[src/rtl/tl_sensor_cond_if.sv]
`default_nettype none
// ============================================================================
// Module      : tl_sensor_cond_if
// Description : Detector inputs, light state and conditioned traffic flags
//               exchanged with the traffic-light sensor conditioner.
// Revision    : 1.0 - initial release
// ============================================================================
interface tl_sensor_cond_if;
    logic       tick;
    logic       raw_a;
    logic       raw_b;
    logic [1:0] q;
    logic       Ta;
    logic       Tb;
    logic       deb_a;
    logic       deb_b;

    modport master (
        output tick, raw_a, raw_b, q,
        input  Ta, Tb, deb_a, deb_b
    );

    modport slave (
        input  tick, raw_a, raw_b, q,
        output Ta, Tb, deb_a, deb_b
    );
endinterface
`default_nettype wire

[src/rtl/tl_sensor_cond.sv]
`default_nettype none
// ============================================================================
// Module      : tl_sensor_cond
// Description : Synchronizes and debounces the street A/B car detectors and
//               applies a minimum-green hold to produce registered Ta/Tb.
//               Optional max-green cut enabled by TL_SENSOR_MAXGREEN_EN.
// Revision    : 1.0 - initial release
// ============================================================================
module tl_sensor_cond #(
    parameter int unsigned DB_TICKS  = 3,
    parameter int unsigned MIN_GREEN = 5,
    parameter int unsigned MAX_GREEN = 20
) (
    input  logic            clk,
    input  logic            reset_n,
    tl_sensor_cond_if.slave bus
);

    localparam logic [7:0] c_db_ticks  = 8'(DB_TICKS);
    localparam logic [7:0] c_min_green = 8'(MIN_GREEN);
    localparam logic [7:0] c_max_green = 8'(MAX_GREEN);
    localparam logic [1:0] c_q_a_green = 2'b00;
    localparam logic [1:0] c_q_b_green = 2'b10;
`ifdef TL_SENSOR_MAXGREEN_EN
    localparam bit         c_max_en    = 1'b1;
`else
    localparam bit         c_max_en    = 1'b0;
`endif

    logic [1:0] w_raw;
    logic [1:0] w_deb;

    assign w_raw = {bus.raw_b, bus.raw_a};

    // Channel 0 is street A, channel 1 is street B.
    genvar gi;
    for (gi = 0; gi < 2; gi++) begin : g_chan
        logic [1:0] r_sync;
        logic       r_deb;
        logic [7:0] r_dbc;

        always_ff @(posedge clk) begin
            if (!reset_n) begin
                r_sync <= 2'b00;
                r_deb  <= 1'b0;
                r_dbc  <= 8'd0;
            end else begin
                r_sync <= {r_sync[0], w_raw[gi]};
                if (r_sync[1] == r_deb) begin
                    r_dbc <= 8'd0;
                end else if (bus.tick) begin
                    if (r_dbc + 8'd1 == c_db_ticks) begin
                        r_deb <= ~r_deb;
                        r_dbc <= 8'd0;
                    end else begin
                        r_dbc <= r_dbc + 8'd1;
                    end
                end
            end
        end

        assign w_deb[gi] = r_deb;
    end

    logic [1:0] r_q_prev;
    logic [7:0] r_gcnt;
    logic       r_ta;
    logic       r_tb;
    logic       w_green_entry;
    logic       w_hold;
    logic       w_cut_a;
    logic       w_cut_b;

    assign w_green_entry = (bus.q != r_q_prev) &&
                           ((bus.q == c_q_a_green) || (bus.q == c_q_b_green));
    assign w_hold        = (r_gcnt < c_min_green);

    // Max-green cut: drop the serving flag once the other street is waiting.
    assign w_cut_a = c_max_en && (bus.q == c_q_a_green) &&
                     (r_gcnt >= c_max_green) && w_deb[1];
    assign w_cut_b = c_max_en && (bus.q == c_q_b_green) &&
                     (r_gcnt >= c_max_green) && w_deb[0];

    always_ff @(posedge clk) begin
        if (!reset_n) begin
            r_q_prev <= 2'b00;
            r_gcnt   <= 8'd0;
            r_ta     <= 1'b0;
            r_tb     <= 1'b0;
        end else begin
            r_q_prev <= bus.q;
            if (w_green_entry) begin
                r_gcnt <= 8'd0;
            end else if (bus.tick && (r_gcnt != 8'hFF)) begin
                r_gcnt <= r_gcnt + 8'd1;
            end
            r_ta <= (w_deb[0] | ((bus.q == c_q_a_green) & w_hold)) & ~w_cut_a;
            r_tb <= (w_deb[1] | ((bus.q == c_q_b_green) & w_hold)) & ~w_cut_b;
        end
    end

    assign bus.Ta    = r_ta;
    assign bus.Tb    = r_tb;
    assign bus.deb_a = w_deb[0];
    assign bus.deb_b = w_deb[1];

endmodule
`default_nettype wire

[src/flat_wrapper.sv]
// flat-port wrapper written by rule: the top's interface ports become plain ports
module tl_sensor_cond_flat 
#(
    parameter int unsigned DB_TICKS  = 3,
    parameter int unsigned MIN_GREEN = 5,
    parameter int unsigned MAX_GREEN = 20
)
  (clk, reset_n, bus_tick, bus_raw_a, bus_raw_b, bus_q, bus_Ta, bus_Tb, bus_deb_a, bus_deb_b);
  tl_sensor_cond_if bus_i ();
  input  logic clk;
  input  logic reset_n;
  input wire logic [$bits(bus_i.tick)-1:0] bus_tick;
  input wire logic [$bits(bus_i.raw_a)-1:0] bus_raw_a;
  input wire logic [$bits(bus_i.raw_b)-1:0] bus_raw_b;
  input wire logic [$bits(bus_i.q)-1:0] bus_q;
  output wire logic [$bits(bus_i.Ta)-1:0] bus_Ta;
  output wire logic [$bits(bus_i.Tb)-1:0] bus_Tb;
  output wire logic [$bits(bus_i.deb_a)-1:0] bus_deb_a;
  output wire logic [$bits(bus_i.deb_b)-1:0] bus_deb_b;
  assign bus_i.tick = bus_tick;
  assign bus_i.raw_a = bus_raw_a;
  assign bus_i.raw_b = bus_raw_b;
  assign bus_i.q = bus_q;
  assign bus_Ta = bus_i.Ta;
  assign bus_Tb = bus_i.Tb;
  assign bus_deb_a = bus_i.deb_a;
  assign bus_deb_b = bus_i.deb_b;
  tl_sensor_cond #(.DB_TICKS(DB_TICKS), .MIN_GREEN(MIN_GREEN), .MAX_GREEN(MAX_GREEN)) u_core (.clk(clk), .reset_n(reset_n), .bus(bus_i));
endmodule
[config.mk]
export PLATFORM = sky130hd
export DESIGN_NAME = tl_sensor_cond_flat
export DESIGN_NICKNAME = d
export VERILOG_FILES = /design/src/rtl/tl_sensor_cond_if.sv /design/src/rtl/tl_sensor_cond.sv /design/src/flat_wrapper.sv
export SDC_FILE = /design/constraint.sdc
export NUM_CORES = 1
export LEC_CHECK = 0
export CAP_MARGIN = 15
export CORE_MARGIN = 8
export CORE_UTILIZATION = 35
export DETAILED_ROUTE_END_ITERATION = 10
export PLACE_DENSITY_LB_ADDON = 0.1
export SLEW_MARGIN = 10
export SYNTH_ARGS = -nofsm -noshare
export SYNTH_HDL_FRONTEND = slang
export SYNTH_SLANG_ARGS = --single-unit
[constraint.sdc]
create_clock -name clk -period 1.95 [get_ports clk]
set_input_delay 0.39 -clock clk [delete_from_list [all_inputs] [get_ports clk]]
set_output_delay 0.39 -clock clk [all_outputs]
set_load 0.05 [all_outputs]
==> flow_summary.yaml <==
placed_design:
  place_inst: 250
  gp_congestion: 0.832
  place_hpwl_mm: 2.41
  io_buffers: 10
sta:
  relSlewSlack: 0.667
  final-hold-violation-count: 0
  fin_crit_ns: 1.78
  post-route-period-util: 0.913
  slew_viol_final: 0
  skew_ns: 0.00361
  rsz0062_at_grt: "no"
  tightest_slew_ns: 0.499
  setup_violations: 0
  setup_tns_ns: 0
  fmax_ghz: 0.561
cells_and_area:
  antenna_cells: 0
  final_common_cell: "dfxtp_1"
  fillers: 442
  multiInputGateArea_um2: 886
  fin_cells: 256
  drive_above_1_share: 0.0784
  area_growth_pct: 15.9
  regArea_um2: 681
  final_cell_mix: "dfxtp_1, nor2_1, nand2_1"
  nets: 218
clock_tree:
  cts-htree-levels: 2
  cts_resized: 0
  cts_tree: "yes"
  numCtsBuffers: 5
  cts_hold_buf: 0
  cts.sinks: 34
  clk_pin_slew_ns: 0.06
  cts_root_buffer: "clkbuf_8"
  clock_latency_ns: 0.28
  postCtsSetupBuffers: 0
  ctsLongestPathBuffers: 2
floorplanning:
  chipHeight_um: 84.1
  row_count: 24
  die_x_um: 84.1
  ioPinCount: 11
  core_um2: 4410
  die_area_um2: 7080
  start_util: 0.368
global_route:
  overflow: 0
  first_global_vias: 1265
  grt_start_max_net_pins: 18
  grtUsageTotal: 0.0963
  antenna_found_initial: 0
  grt_pass1_wl_mm: 5.64
critical_path:
  r2r-start: "u_core.g_chan[0].r_dbc[0]$_SDFFE_PP0P_"
  r2r_slack_ns: 0.20
  worst_path_max_delay_cell: "clkdlybuf4s50_1"
  critPathTopFamily: "buffers and inverters"
  critPathMaxFanout: 1
  cp.arrival_ns: 1.39
  reg2reg_to: "u_core.bus.deb_a$_SDFFE_PN0P_"
  critPathBufInv: 1
  crit_path_max_incr_delay_ns: 0.80
  r2r.worst_path.cells: 6
  critPathLaunchType: "flip-flop"
  crit_required_ns: 1.56
  cp-end-kind: "primary output"
  worstSetupPathType: "flip-flop to primary output"
  path_cells: "clkdlybuf4s50_1"
power_and_ir_drop:
  p_per_area_nw_per_um2: 688
  peakVddDrop_v: 0.000450
  leakage_nw: 0.713
yosys:
  synth_area_leaders: "dfxtp_1, xor2_1, nor2_1"
  async_reset_ff_frac: 0
  synth_area_um2: 1630
  synth-edff-count: 0
  synth_top_area_frac: 0.419
  syn_nets: 200
  yosysTopAreaCell: "dfxtp_1"
  ys_seq_area_frac: 0.419
  synth_ff_type: "dfxtp_1"
  syn_inst: 187
  synth_area_per_cell_um2: 8.69
  synth-seq-cells: 34
  ys_warn_count: 0
  synth.distinct_cells: 38
route:
  vias_per_cell: 5.20
  finalWirelength_mm: 3.29
  vias: 1332
  wire_per_inst_um: 12.8
  drt_iter0_drc: 48
  ant_nets: 0
  first_pass_iters: 5
  drc_errors: 0
hold_path:
  whs_path_depth: 1
  hold_class: "flip-flop to flip-flop"
  min_from: "u_core.g_chan[0].r_sync[0]$_SDFF_PN0_"
  hold_end: "u_core.g_chan[0].r_sync[1]$_SDFF_PN0_"
run:
  maxCapViolations: 0
run_status:
  outcome: "finished clean"
==> per-stage QoR <==
stage,hold WS (ns),instance area (um^2),worst slack (ns),total power [W],util
after CTS,0.440,1880,0.150,0.00132,0.427
final,0.435,1880,0.169,0.00130,0.427
after global placement,0.418,1800,0.153,0.000809,0.408
after global routing,0.456,1880,0.0525,0.00136,0.427
after floorplan,0.412,1630,0.405,0.000774,-
after detailed placement,0.425,1800,0.0993,0.000811,0.408
==> metal layers <==
metal,wire (um),GRT usage,vias up
li1,-,-,684
met1,1660,0.117,616
met2,1390,0.145,26
met3,183,0.0415,6
met4,50,0.0392,0
met5,0,0,-
==> synth_stat cells (3+ instances only) <==
| cell type | number |
|---|---|
| xnor2_1 | 6 |
| a21oi_1 | 7 |
| nor3_1 | 5 |
| nand3_1 | 8 |
| nand2_1 | 17 |
| nor2_1 | 23 |
| dfxtp_1 | 34 |
| or3_1 | 4 |
| and2_1 | 9 |
| inv_1 | 7 |
| o21ai_0 | 4 |
| mux2i_1 | 3 |
| nand4_1 | 8 |
| xor2_1 | 15 |
| ha_1 | 6 |
==> area by class of cell <==
type,count,share of cell area
multi-input combinational,140,0.470
sequential,34,0.361
timing repair buffer,16,0.0744
clock buffer,6,0.0438
tap,52,0.0345
inverter,8,0.0159
==> logic make-up after synthesis <==
| group | share of synthesized area |
|---|---|
| buffers and inverters | 0.0362 |
| AND/OR/NAND/NOR | 0.259 |
| adder cells (fa/ha/maj) | 0.0462 |
| flip-flops | 0.419 |
| AO/OA/AOI/OAI | 0.108 |
| multiplexers | 0.0185 |
| XOR/XNOR | 0.113 |
==> power breakdown <==
group          leakage, nW  total [W]  internal [W]  switching, W
Sequential           0.276   0.000713      0.000706    0.00000657
Combinational        0.394  0.0000821     0.0000380     0.0000441
Clock               0.0431   0.000502      0.000272      0.000230
Total                0.713    0.00130       0.00102      0.000280
==> worst max path at each step <==
stage                                                start                            end  slack, ns  cells after the start
floorplan           u_core.g_chan[0].r_dbc[0]$_SDFFE_PP0P_  u_core.bus.deb_a$_SDFFE_PN0P_       0.41                      6
global placement                                  bus_tick  u_core.r_gcnt[4]$_SDFFE_PP0P_       0.15                      6
detailed placement                                bus_tick  u_core.r_gcnt[7]$_SDFFE_PP0P_        0.1                      6
CTS                               u_core.bus.Tb$_SDFF_PN0_                         bus_Tb       0.15                      1
global route        u_core.g_chan[0].r_dbc[0]$_SDFFE_PP0P_  u_core.bus.deb_a$_SDFFE_PN0P_       0.05                      6
finish                            u_core.bus.Tb$_SDFF_PN0_                         bus_Tb       0.17                      1
==> flip-flops by register name (all words and copies together), names as in the netlist <==
name / count
u_core.bus.Ta: 1
u_core.bus.Tb: 1
u_core.bus.deb_a: 1
u_core.bus.deb_b: 1
u_core.g_chan.r_dbc: 16
u_core.g_chan.r_sync: 4
u_core.r_gcnt: 8
u_core.r_q_prev: 2
Note: power is estimated with default switching activity, not from simulation.
